$ cat src/rtl/clock_pkg.sv
// Shared definitions for the clock datapath: BCD helpers, standard field
// moduli and the per-cycle operation selected by a counter stage.
package clock_pkg;

   localparam int SEC_MOD        = 60;
   localparam int MIN_MOD        = 60;
   localparam int HOUR24_MOD     = 24;
   localparam int HOUR12_MOD     = 12;
   localparam int HOUR12_MIN_VAL = 1;

   typedef enum logic [1:0] {
      OP_HOLD,
      OP_LOAD,
      OP_INC,
      OP_DEC
   } count_op_t;

   // Returns {tens, ones}; intended for constants in 0..99.
   function automatic logic [7:0] to_bcd(input int unsigned value);
      logic [3:0] tens;
      logic [3:0] ones;
      tens = 4'(value / 10);
      ones = 4'(value % 10);
      return {tens, ones};
   endfunction

   function automatic logic bcd_valid(input logic [3:0] tens, input logic [3:0] ones);
      return (tens <= 4'd9) && (ones <= 4'd9);
   endfunction

endpackage

$ cat src/rtl/bcd_mod_counter_rise_detect.sv
// Single-bit rising-edge detector with a configurable reset value for the
// delayed sample, so a level already high at reset release is not seen as an edge.
module rise_detect #(
   parameter logic RESET_Q = 1'b1
) (
   input  logic clk,
   input  logic reset,
   input  logic sig,
   output logic rise
);

   logic sig_q;

   always_ff @(posedge clk) begin
      if (!reset) sig_q <= RESET_Q;
      else        sig_q <= sig;
   end

   assign rise = sig & ~sig_q;

endmodule

$ cat src/rtl/bcd_mod_counter.sv
// Parametrised BCD modulo counter for one time field, chained via carry/borrow
// pulses; the BCD digits are tracked alongside the binary count to avoid a divider.
module bcd_mod_counter
   import clock_pkg::*;
#(
   parameter int MODULUS     = 60,
   parameter int MIN_VALUE   = 0,
   parameter int RESET_VALUE = 0
) (
   input  logic       clk,
   input  logic       reset,
   input  logic       inc,
   input  logic       dec,
   input  logic       load,
   input  logic [3:0] load_tens,
   input  logic [3:0] load_ones,
   output logic [3:0] tens,
   output logic [3:0] ones,
   output logic       carry_out,
   output logic       borrow_out,
   output logic       load_err
);

   localparam int MAX_VALUE = MIN_VALUE + MODULUS - 1;
   localparam int CW        = $clog2(MAX_VALUE + 1);

   localparam logic [CW-1:0] MIN_CNT   = CW'(MIN_VALUE);
   localparam logic [CW-1:0] MAX_CNT   = CW'(MAX_VALUE);
   localparam logic [CW-1:0] RESET_CNT = CW'(RESET_VALUE);
   localparam logic [7:0]    MIN_BCD   = to_bcd(MIN_VALUE);
   localparam logic [7:0]    MAX_BCD   = to_bcd(MAX_VALUE);
   localparam logic [7:0]    RESET_BCD = to_bcd(RESET_VALUE);

   if (MODULUS < 2 || MODULUS > 99) begin : g_bad_modulus
      $error("bcd_mod_counter: MODULUS must be in 2..99");
   end
   if (MIN_VALUE < 0 || MAX_VALUE > 99) begin : g_bad_range
      $error("bcd_mod_counter: MIN_VALUE + MODULUS - 1 must not exceed 99");
   end
   if (RESET_VALUE < MIN_VALUE || RESET_VALUE > MAX_VALUE) begin : g_bad_reset
      $error("bcd_mod_counter: RESET_VALUE outside counting range");
   end

   logic            inc_re;
   logic            dec_re;
   logic [CW-1:0]   cnt;
   logic [CW-1:0]   cnt_next;
   logic [3:0]      tens_next;
   logic [3:0]      ones_next;
   logic            carry_next;
   logic            borrow_next;
   logic            err_next;
   logic [7:0]      load_val;
   logic            load_ok;
   count_op_t       op;

   rise_detect #(.RESET_Q(1'b1)) u_inc_rise (
      .clk   (clk),
      .reset (reset),
      .sig   (inc),
      .rise  (inc_re)
   );

   rise_detect #(.RESET_Q(1'b1)) u_dec_rise (
      .clk   (clk),
      .reset (reset),
      .sig   (dec),
      .rise  (dec_re)
   );

   // Out-of-range loads below MIN_VALUE wrap to a large offset, so one compare covers both bounds.
   always_comb begin
      load_val = 8'(load_tens) * 8'd10 + 8'(load_ones);
      load_ok  = bcd_valid(load_tens, load_ones) &&
                 ((load_val - 8'(MIN_VALUE)) < 8'(MODULUS));
   end

   always_comb begin
      op = OP_HOLD;
      if (load)                 op = OP_LOAD;
      else if (inc_re ^ dec_re) op = inc_re ? OP_INC : OP_DEC;
   end

   always_comb begin
      cnt_next    = cnt;
      tens_next   = tens;
      ones_next   = ones;
      carry_next  = 1'b0;
      borrow_next = 1'b0;
      err_next    = 1'b0;
      unique case (op)
         OP_LOAD: begin
            if (load_ok) begin
               cnt_next  = load_val[CW-1:0];
               tens_next = load_tens;
               ones_next = load_ones;
            end else begin
               err_next = 1'b1;
            end
         end
         OP_INC: begin
            if (cnt == MAX_CNT) begin
               cnt_next               = MIN_CNT;
               {tens_next, ones_next} = MIN_BCD;
               carry_next             = 1'b1;
            end else begin
               cnt_next = cnt + CW'(1);
               if (ones == 4'd9) begin
                  ones_next = 4'd0;
                  tens_next = tens + 4'd1;
               end else begin
                  ones_next = ones + 4'd1;
               end
            end
         end
         OP_DEC: begin
            if (cnt == MIN_CNT) begin
               cnt_next               = MAX_CNT;
               {tens_next, ones_next} = MAX_BCD;
               borrow_next            = 1'b1;
            end else begin
               cnt_next = cnt - CW'(1);
               if (ones == 4'd0) begin
                  ones_next = 4'd9;
                  tens_next = tens - 4'd1;
               end else begin
                  ones_next = ones - 4'd1;
               end
            end
         end
         default: begin
         end
      endcase
   end

   always_ff @(posedge clk) begin
      if (!reset) begin
         cnt          <= RESET_CNT;
         {tens, ones} <= RESET_BCD;
         carry_out    <= 1'b0;
         borrow_out   <= 1'b0;
         load_err     <= 1'b0;
      end else begin
         cnt          <= cnt_next;
         tens         <= tens_next;
         ones         <= ones_next;
         carry_out    <= carry_next;
         borrow_out   <= borrow_next;
         load_err     <= err_next;
      end
   end

endmodule

$ cat config.mk
export PLATFORM = sky130hd
export DESIGN_NAME = bcd_mod_counter
export DESIGN_NICKNAME = d
export VERILOG_FILES = /design/src/rtl/clock_pkg.sv /design/src/rtl/bcd_mod_counter_rise_detect.sv /design/src/rtl/bcd_mod_counter.sv
export SDC_FILE = /design/constraint.sdc
export NUM_CORES = 1
export LEC_CHECK = 0
export BUFFER_PORTS_ARGS = -buffer_cell sky130_fd_sc_hd__buf_2
export CAP_MARGIN = 40
export CORE_MARGIN = 1
export CORE_UTILIZATION = 45
export CTS_CLUSTER_DIAMETER = 40
export CTS_CLUSTER_SIZE = 24
export DETAILED_ROUTE_END_ITERATION = 12
export PLACE_DENSITY = 0.73
export SYNTH_ARGS = -nofsm -noshare
export SYNTH_HDL_FRONTEND = slang
export SYNTH_HIERARCHICAL = 1
export SYNTH_SLANG_ARGS = --single-unit
$ cat constraint.sdc
create_clock -name clk -period 3.1 [get_ports clk]
set_clock_uncertainty 0.2 [all_clocks]
set_input_delay 0.62 -clock clk [delete_from_list [all_inputs] [get_ports clk]]
set_output_delay 0.62 -clock clk [all_outputs]
set_load 0.005 [all_outputs]
---- Word level (Yosys, flattened, before mapping) ----
Index checks and enable logic that the tools add are counted.
W data, S select, Z words.
cells by class
  muxes and demuxes ....................... 22
  order comparisons ....................... 3
  multipliers ............................. 1
  bitwise logic cells ..................... 5
  reductions and logical operators ........ 10
  equal/unequal tests ..................... 8
  shift-type cells ........................ 0
  div/mod/pow operators ................... 0
  $add $sub $neg .......................... 7
operators by type and width
  cell                   number
  $mux W4                10
  $pmux W4 S3            2
  $mux W6                3
  $pmux W6 S3            1
  $add A4 B1 Y4 const B  2
  $add A8 B4 Y8          1
  $le A4 B4 Y1 const B   2
  $lt A8 B6 Y1 const B   1
  $reduce_and A2 Y1      4
  $sub A4 B1 Y4 const B  2
  $mul A4 B3 Y7 const B  1
  $add A6 B1 Y6 const B  1
  $eq A6 B6 Y1 const B   1
  $logic_not A6 Y1       1
  $ne A3 B3 Y1 const B   2
  $sub A6 B1 Y6 const B  1
  $eq A2 B2 Y1 const B   2
  $eq A4 B4 Y1 const B   1
  $logic_not A4 Y1       1
  $mux W1                4
  $mux W2                2
  $reduce_and A4 Y1      1
  $reduce_bool A3 Y1     1
  $and A1 B1 Y1          2
  other kinds (5)        7
storage, ports and cells
  latch bits .............................. 0
  memories kept ........................... 0
  bits in writable memories ............... 0
  output and inout bits ................... 11
  bits of input ports ..................... 13
  memory bits (read-only) ................. 0
  word-level logic and storage cells ...... 64
  flip-flop bits (word level) ............. 19

---- Depth between registers and ports, before layout ----
Gate-level depths: netlist (run 1).
  word-level depth ........................ 8
  depth in mapped cells ................... 10
  depth with buffers taken out ............ 9

---- Cells and area by module ----
The synthesis (run 1) kept the hierarchy.
by module, submodules not included
  module           instances  sequential area each (µm²)  cells an instance  area an instance (µm²)
  bcd_mod_counter  1          340.3                       228                1773.0
  rise_detect      2          20.0                        3                  40.0

---- Worst setup path after synthesis (run 1) ----
Ideal clock, no wire load.
  kind .................................... input -> register
  start ................................... in load_tens[1]
  end ..................................... reg cnt[2]
  buffers on the path ..................... 0
  path slack .............................. -0.105 ns
  data arrival time ....................... 2.883 ns
  data required time ...................... 2.778 ns
  stages .................................. 9
  library setup time ...................... 0.122 ns
  cells stage by stage .................... ha_1 ha_1 fa_1 nand2_1 o31a_1 nor3_2 and4_4 a21oi_4 a311o_1
between the ends
  longest elaborated chain between the ends .. 6
  elaborated cells on any way between the ends .. 10
  those cells by class .................... add/sub: 1; mul: 1; order compare: 2; eq/ne: 1; mux: 2; reduce/logical: 3
ends and longest elaborated chain
  item                                RTL line                source
  start, declared                     bcd_mod_counter.sv:15   input logic [3:0] load_tens,
  $mul A4 B3 Y7                       bcd_mod_counter.sv:73   load_val = 8'(load_tens) * 8'd10 + 8'(load_ones);
  $add A8 B4 Y8                       bcd_mod_counter.sv:73
  $lt A8 B6 Y1                        bcd_mod_counter.sv:75   ((load_val - 8'(MIN_VALUE)) < 8'(MODULUS));
  $logic_and A1 B1 Y1                 bcd_mod_counter.sv:74   load_ok = bcd_valid(load_tens, load_ones) &&
  $ne A2 B2 Y1 (no source line)       -
  $reduce_and A2 Y1 (no source line)  -
  end signal, assigned                bcd_mod_counter.sv:144  cnt <= cnt_next;
  end, declared                       bcd_mod_counter.sv:46   logic [CW-1:0] cnt;
Parallel ways exist; a longest one is shown, timed or not. The select of a mux whose other input is x is not followed.
A chain may end at the register's enable or synchronous reset.

---- Final worst setup path (run 1) ----
  start ................................... in load_tens[1]
  end ..................................... reg tens[3]
between the ends
  longest elaborated chain between the ends .. 6
  elaborated cells on any way between the ends .. 8
  those cells by class .................... add/sub: 1; mul: 1; order compare: 2; eq/ne: 1; reduce/logical: 3
ends and longest elaborated chain
  item                                    RTL line                source
  $mul A4 B3 Y7                           bcd_mod_counter.sv:73
  $add A8 B4 Y8                           bcd_mod_counter.sv:73
  $lt A8 B6 Y1                            bcd_mod_counter.sv:75
  $logic_and A1 B1 Y1 (*)                 bcd_mod_counter.sv:74
  $ne A2 B2 Y1 (no source line) (*)       -
  $reduce_and A4 Y1 (no source line) (*)  -
  end signal, assigned                    bcd_mod_counter.sv:145  tens <= tens_next;
  end, declared                           bcd_mod_counter.sv:17   output logic [3:0] tens,
Every way passes the cells marked *; elsewhere a longest branch is shown, timed or not.

==> metrics.txt, run 1 <==
async set-or-reset flop fraction in the synthesized netlist=0%; Routed wire per std cell=15.0 µm; Post-Layout Cell Count=315; Max stage delay on crit path=0.51 ns; cells on worst reg2reg path=8; Max Clock Freq=338 MHz; TNS Setup=0 ns; drt via density=5.92; Mapped Nets=264; die area=0.00438 mm²; DR pass1 iterations=4; RSZ-0062 raised after global routing=no; Core Box Area=0.00380 mm²; gpl congestion=0.867; #FFs+latches synth=19; Final Cell Area=0.00219 mm²; first-pass GRT wire length=7860 µm; crit-path max FO=5; Crit path required time=3.05 ns; n_diodes=0; CTS Sinks=19; Worst-Margin Slew=0.601 ns; Slew HR=60.0%; DPL Wire Length=3680 µm; crit path buf inv count=2; cell area after synthesis=0.00185 mm²; Area after DPL=0.00214 mm²; port bufs=23; CTS Buffer Depth=2; vias in the first global route=1681; Die Height=66.2 µm; H-tree depth=1; Tmin final=2.96 ns; post-detailed-routing wire length=4730 µm; Worst setup EP type=flip-flop; Die Wd=66.2 µm; post-route ant nets=0; max-cap violations=0; Worst Setup Path Type=in2reg; main flop type after synthesis=dfxtp_1; largest net degree at the start of global routing=31; Layout area overhead=18.0%; CP arrival=2.91 ns; fin. max-slew vios=0; critical path startpoint category=primary input; DRT iter0 DRCs=142; status=finished, final reports clean; register area share after synthesis=20.5%; Netlist cell types=61; Peak VDD IR=0.170 mV; CTS tree=yes; layout cell share with drive strength beyond 1=22.5%; Crit. path cell count=11; Worst-Skew Late Latency=0.26 ns; global-route congestion overflow total=0; crit path max-delay cell type=fa_1; family with the most delay on the worst path=adder cells; Synth Area per Inst=7.92 µm²; TritonCTS buffer count=3; initial antenna violation count=0; Final Hold Viols=0; CTS root buf=clkbuf_8; Vias=1864; Post-CTS Repair Setup Buffers=0; Core Util, Final=57.5%; Multi-input gate area=0.00137 mm²; Cells after Synth=234; placed cells=311; I/O pins=24; GRT Total Usage=23.4%; WHS=0.312 ns; P per Cell Area=358 mW/mm²; Starting Density=48.8%; final setup vio count=0; Leakage=0.947 nW; Synthesis Warnings=6; HP Class=reg2reg; period utilization=95.4%; EDFF count, synth=0; DRC violations left=0; hold path depth=2; Filler cells=357; Post-CTS Resized=0; CTS Hold Bufs=0; crit-path cells=buf_2 > ha_1 > ha_2 > fa_1 > nand2_2 > a21oi_2 > mux2i_1 > nand4_1 > buf_4 > o2111ai_1 > o31ai_1; Layout Nets=298; placement row count=22; Seq. cell area=380 µm²; clk slew on worst S/H paths=0.08 ns
## synthesized netlist by cell type (5+ instances only)
master | count | share of area, %
o211ai_1 | 6 | 2.4
clkbuf_1 | 10 | 2.0
o31ai_1 | 5 | 2.0
a21oi_1 | 8 | 2.2
nand2_1 | 29 | 5.9
xor2_1 | 7 | 3.3
nand3_1 | 7 | 1.9
nand2b_1 | 5 | 1.7
xnor2_1 | 5 | 2.4
ha_1 | 15 | 10
inv_1 | 15 | 3.0
o21ai_0 | 12 | 3.2
mux2i_1 | 10 | 5.4
dfxtp_1 | 19 | 21
nor2_1 | 12 | 2.4
## final cells by class
type	instances	area share [%]
inverter	15	2.58
clock buffer	3	1.89
tap	48	2.75
sequential	19	17.4
clock inverter	1	0.229
timing repair buffer	42	12.4
multi-input combinational	187	62.8
## per-layer routing
layer | wire length [µm] | global-route usage (%) | vias to the layer above
met1 | 2280 | 33.7 | 861
met5 | 0 | 0 | -
li1 | - | - | 928
met3 | 350 | 2.24 | 6
met4 | 73 | 8.51 | 0
met2 | 2030 | 35.6 | 69
## where the power goes
part | switching, mW | internal [mW] | leakage, nW
Clock | 0.0896 | 0.0894 | 0.0255
Combinational | 0.166 | 0.147 | 0.766
Sequential | 0.0303 | 0.261 | 0.155
Total | 0.286 | 0.497 | 0.947
## kinds of logic (layout without fill, tap and decap cells)
kind of cell / after synthesis / in the layout / share of synthesized area (%)
buffers and inverters: 28 / 61 / 5.87
AO/OA/AOI/OAI: 63 / 63 / 25.3
adder cells (fa/ha/maj): 17 / 17 / 12.3
AND/OR/NAND/NOR: 85 / 85 / 25.0
flip-flops: 19 / 19 / 20.5
multiplexers: 10 / 10 / 5.40
XOR/XNOR: 12 / 12 / 5.67
## sequential cells by signal, summed over array words and instances, names as in the netlist
| register | count |
|---|---|
| borrow_out | 1 |
| carry_out | 1 |
| cnt | 6 |
| load_err | 1 |
| ones | 4 |
| tens | 4 |
| u_dec_rise/sig_q | 1 |
| u_inc_rise/sig_q | 1 |
## worst paths after layout
kind	from	endpoint	slack [ns]
setup / recovery	load_tens[1]	tens[3]	0.14
hold / removal	cnt[1]	cnt[1]	0.31
setup reg to reg	u_inc_rise/sig_q	cnt[2]	0.71
hold reg to reg	cnt[1]	cnt[1]	0.31
## worst reg2reg max path: stages (launching register included)
cell,delay (ns)
dfxtp_1,0.33
nor2b_4,0.10
inv_1,0.04
ha_1,0.32
or2_0,0.39
a211oi_2,0.32
nand2_1,0.10
a2111oi_0,0.37
a311o_1,0.17
## placed cells by master (no fill, tap or decap), types with 3 or more instances in the layout
| cell type | synthesis | final |
|---|---|---|
| nand4_1 | 3 | 3 |
| ha_1 | 15 | 14 |
| dfxtp_1 | 19 | 19 |
| clkbuf_8 | 0 | 3 |
| o2111ai_1 | 3 | 3 |
| o21ai_0 | 12 | 12 |
| nand3_1 | 7 | 7 |
| xnor2_1 | 5 | 5 |
| nand2_1 | 29 | 28 |
| o31ai_1 | 5 | 5 |
| nor3_1 | 4 | 4 |
| nor4_1 | 3 | 3 |
| buf_4 | 0 | 18 |
| nor2_1 | 12 | 12 |
| mux2i_1 | 10 | 10 |
| xor2_1 | 7 | 7 |
| a21oi_1 | 8 | 7 |
| o211ai_1 | 6 | 6 |
| inv_1 | 15 | 15 |
| nand2b_1 | 5 | 5 |
| buf_2 | 3 | 23 |
## stage by stage
stage / worst slack, ns / total power [mW]
3_3_place_gp: -0.143 / 0.604
3_5_place_dp: -0.212 / 0.607
6_report: 0.141 / 0.783
2_1_floorplan: 0.00739 / 0.502
5_1_grt: 0.0398 / 0.842
4_1_cts: 0.0684 / 0.785
(Power assumes the default switching activity.)
==> run 2: changes to the inputs <==
--- a/config.mk
+++ b/config.mk
@@ -5,14 +5,14 @@
 export SDC_FILE = /design/constraint.sdc
 export NUM_CORES = 1
 export LEC_CHECK = 0
-export BUFFER_PORTS_ARGS = -buffer_cell sky130_fd_sc_hd__buf_2
 export CAP_MARGIN = 40
 export CORE_MARGIN = 1
-export CORE_UTILIZATION = 45
+export CORE_UTILIZATION = 50
 export CTS_CLUSTER_DIAMETER = 40
 export CTS_CLUSTER_SIZE = 24
 export DETAILED_ROUTE_END_ITERATION = 12
-export PLACE_DENSITY = 0.73
+export DONT_BUFFER_PORTS = 1
+export PLACE_DENSITY = 0.74
 export SYNTH_ARGS = -nofsm -noshare
 export SYNTH_HDL_FRONTEND = slang
 export SYNTH_HIERARCHICAL = 1
==> run 2 against run 1 <==
  * Via count fell by 6.6%
  * Final area shrank 9.4%
  * Maximum frequency is 1.7% higher
  * First-iteration DRC count increased by 12%
  * Cell count down 11%
  * Total power is 6.2% lower
  * Combinational power fell by 15%
  * Count of clock-buffer cells in the layout up 1
  * Critical path type unchanged
  * Critical endpoint unchanged
  * Largest power group is now sequential cells
==> metrics.txt, run 2 (same netlist as run 1, synthesis figures left out) <==
CTS Sinks=19; period utilization=93.8%; DR pass1 iterations=4; post-detailed-routing wire length=4670 µm; fin worst setup slack=0.191 ns; max-cap violations=0; CTS tree=yes; clk slew on worst S/H paths=0.07 ns; Final Cell Area=0.00198 mm²; Peak VDD IR=0.223 mV; Die Height=62.9 µm; layout cell share with drive strength beyond 1=11.1%; commonest non-fill, non-tap cell in the layout=nand2_1; n_diodes=0; Top reg by flops=cnt; Layout area overhead=6.82%; Crit path required time=3.04 ns; final setup vio count=0; Layout Nets=265; crit-path max FO=5; DRT iter0 DRCs=159; Routed wire per std cell=16.7 µm; TritonCTS buffer count=3; pre-CTS WS=-0.0534 ns; global-route congestion overflow total=0; HP Class=in2reg; Worst setup EP type=flip-flop; Worst-Margin Slew=0.502 ns; placed cells=276; Core Util, Final=57.5%; CTS Hold Bufs=0; Tmin final=2.91 ns; CTS root buf=clkbuf_8; largest net degree at the start of global routing=31; post-route ant nets=0; biggest regs=cnt x6, ones x4, tens x4; vias in the first global route=1635; RSZ-0062 raised after global routing=no; gpl congestion=0.890; first-pass GRT wire length=8010 µm; TNS Setup=0 ns; Max Clock Freq=344 MHz; drt via density=6.22; P per Cell Area=371 mW/mm²; Vias=1741; Post-CTS Resized=0; I/O pins=24; Post-CTS Repair Setup Buffers=0; Die Wd=62.9 µm; status=finished, final reports clean; initial antenna violation count=0; GRT Total Usage=25.6%; Slew HR=66.3%; Final Hold Viols=0; DPL Wire Length=3550 µm; fin. max-slew vios=0; Post-Layout Cell Count=280; Worst Setup Path Type=in2reg; Leakage=0.783 nW; die area=0.00395 mm²; DRC violations left=0; CTS Buffer Depth=2; most frequent cells in the layout=nand2_1 (28), dfxtp_1 (19), inv_1 (15); critical path startpoint category=primary input; Seq. cell area=380 µm²; CP arrival=2.85 ns; H-tree depth=1; WHS=0.244 ns; Multi-input gate area=0.00137 mm²; Core Box Area=0.00344 mm²; Worst-Skew Late Latency=0.26 ns; Total Power=0.735 mW; Area after DPL=0.00193 mm²; placement row count=21; port bufs=0; Starting Density=53.8%; Filler cells=334; max reg flops=6
run 2: cell types whose count changed in the layout (fill, tap and decap cells not counted), sizes merged:
cell / change
buf: -33
clkinv: -1
clkbuf: +1
run 2: report_power, final:
| part | internal, mW | switching [mW] |
|---|---|---|
| logic | 0.120 | 0.147 |
| registers | 0.261 | 0.0324 |
| clock network | 0.0915 | 0.0827 |
| total | 0.473 | 0.262 |
run 2: layer usage:
layer / share of wire [%] / track usage [%]
met5: 0 / 0
met1: 45 / 35.5
met3: 8.2 / 6.75
met4: 0.60 / 4.94
met2: 46 / 39.4
run 2: worst max-delay path, cell delays in order:
cell and delay, ns:
ha_1 0.28, ha_2 0.19, fa_1 0.57, nand2_2 0.08, a21oi_2 0.16, mux2i_1 0.25, nand4_1 0.20, buf_4 0.20
o2111ai_1 0.19, o31ai_1 0.10
run 2: area by class of cell:
type                    count  share of cell area (%)
flip-flops and latches     19                    19.2
multi-input cells         187                    69.3
inverters                  15                    2.84
well taps                  46                    2.91
clock buffers               4                    2.28
repair buffers              9                    3.41
run 2: path summary, 6_finish.rpt:
path / start / to / slack (ns) / depth (start not counted)
setup reg to reg: cnt[0] / cnt[2] / 0.76 / 8
hold / removal: reset / u_inc_rise/sig_q / 0.24 / 1
setup / recovery: load_tens[1] / tens[3] / 0.19 / 10
hold reg to reg: cnt[0] / cnt[0] / 0.31 / 2
==> run 3: changes to the inputs <==
--- a/config.mk
+++ b/config.mk
@@ -12,7 +12,7 @@
 export CTS_CLUSTER_SIZE = 24
 export DETAILED_ROUTE_END_ITERATION = 12
 export DONT_BUFFER_PORTS = 1
-export PLACE_DENSITY = 0.74
+export PLACE_DENSITY = 0.71
 export SYNTH_ARGS = -nofsm -noshare
 export SYNTH_HDL_FRONTEND = slang
 export SYNTH_HIERARCHICAL = 1
==> constraint.sdc (replaced) <==
create_clock -name clk -period 2.8 [get_ports clk]
set_clock_uncertainty 0.2 [all_clocks]
set_input_delay 0.56 -clock clk [delete_from_list [all_inputs] [get_ports clk]]
set_output_delay 0.56 -clock clk [all_outputs]
set_load 0.005 [all_outputs]
==> run 3 against run 2 <==
  * Register-to-register slack lost 0.28 ns
  * Combinational power grew 26%
  * Sequential share of layout area shrank 1.3 points
  * Cell count grew 3.9%
  * Sequential power grew 9.9%
  * Global-route usage grew 0.30 points
  * Die area is the same
  * Sequential cell count is the same
  * Critical path depth is the same
  * Non-clock buffer count grew 11
  * Largest power group is now combinational logic
==> metrics.txt, run 3 (same netlist as run 1, synthesis figures left out) <==
status=finished, final reports clean; port bufs=0; fin worst setup slack=0.0114 ns; DPL Wire Length=3710 µm; Crit path required time=2.76 ns; crit-path max FO=5; Worst-Margin Slew=0.409 ns; placement row count=21; RSZ-0062 raised after global routing=yes; largest net degree at the start of global routing=31; Final Cell Area=0.00212 mm²; I/O pins=24; commonest non-fill, non-tap cell in the layout=nand2_1; fin. max-slew vios=0; Layout area overhead=14.4%; Worst setup EP type=flip-flop; DR pass1 iterations=4; Core Box Area=0.00344 mm²; initial antenna violation count=0; Starting Density=53.8%; max reg flops=6; Layout Nets=276; TNS Setup=0 ns; post-route ant nets=0; first-pass GRT wire length=8170 µm; H-tree depth=1; pre-CTS WS=-0.223 ns; period utilization=99.6%; n_diodes=0; Peak VDD IR=0.176 mV; Die Wd=62.9 µm; Tmin final=2.79 ns; Multi-input gate area=0.00142 mm²; global-route congestion overflow total=0; WHS=0.168 ns; final setup vio count=0; critical path startpoint category=primary input; drt via density=6.31; max-cap violations=0; most frequent cells in the layout=nand2_1 (28), dfxtp_1 (19), buf_4 (19); CTS Buffer Depth=2; biggest regs=cnt x6, ones x4, tens x4; Slew HR=72.7%; TritonCTS buffer count=3; die area=0.00395 mm²; clk slew on worst S/H paths=0.08 ns; Die Height=62.9 µm; Max Clock Freq=359 MHz; Final Hold Viols=0; Top reg by flops=cnt; post-detailed-routing wire length=4930 µm; Area after DPL=0.00204 mm²; DRT iter0 DRCs=181; P per Cell Area=407 mW/mm²; HP Class=in2reg; Vias=1835; CP arrival=2.75 ns; Total Power=0.863 mW; setup slack, reg-to-reg=0.48 ns; Leakage=0.843 nW; Worst-Skew Late Latency=0.26 ns; vias in the first global route=1667; Filler cells=312; GRT Total Usage=25.9%; Seq. cell area=380 µm²; Routed wire per std cell=16.9 µm; DRC violations left=0; CTS tree=yes; layout cell share with drive strength beyond 1=17.1%; CTS root buf=clkbuf_8; CTS Sinks=19; gpl congestion=0.867; Worst Setup Path Type=in2reg
## run 3: cell count changes in the layout (fill, tap and decap cells not counted), sizes merged
cell and delta:
buf +11
## run 3: layout make-up
type	count	share of cell area [%]
multi-input combinational	187	66.9
inverter	15	2.66
tap	46	2.72
timing repair buffer	20	7.67
clock buffer	4	2.13
sequential	19	17.9
## run 3: critical path: stages
cell and delay [ns]:
ha_4 0.22, ha_4 0.16, fa_1 0.57, nand2_2 0.08
a21oi_2 0.16, mux2i_1 0.25, buf_4 0.13, and4_4 0.25
a21oi_4 0.08, o311a_1 0.28
## run 3: metal layers
layer  global-route usage (%)  share of wire (%)  vias to the layer above
met4                     9.59                1.2                        0
met5                        0                  0                        -
met1                     36.1                 47                      883
li1                         -                  -                      889
met2                     40.3                 46                       58
met3                     2.92                5.4                        5
## run 3: power breakdown
part | switching [mW] | internal, mW
Combinational | 0.179 | 0.158
Sequential | 0.0336 | 0.289
Clock | 0.103 | 0.102
Total | 0.315 | 0.548
## run 3: metrics by stage
stage	std cells	util [%]
after floorplan	234	-
after global placement	285	59.3
after detailed placement	285	59.3
after CTS	289	60.6
after global routing	291	61.6
final	291	61.6
## run 3: worst paths after layout
kind	start	endpoint	cells after the start
setup reg to reg	u_inc_rise/sig_q	cnt[2]	8
hold reg to reg	cnt[1]	cnt[1]	2
setup / recovery	load_tens[1]	cnt[5]	10
hold / removal	reset	u_inc_rise/sig_q	1
## run 3: what timing repair did
| item | 4_1_cts | 5_1_grt |
|---|---|---|
| buffers inserted | 0 | 2 |
| resized for setup | 0 | 4 |
| setup endpoints to repair | 0 | 7 |
| hold buffers | 0 | 0 |
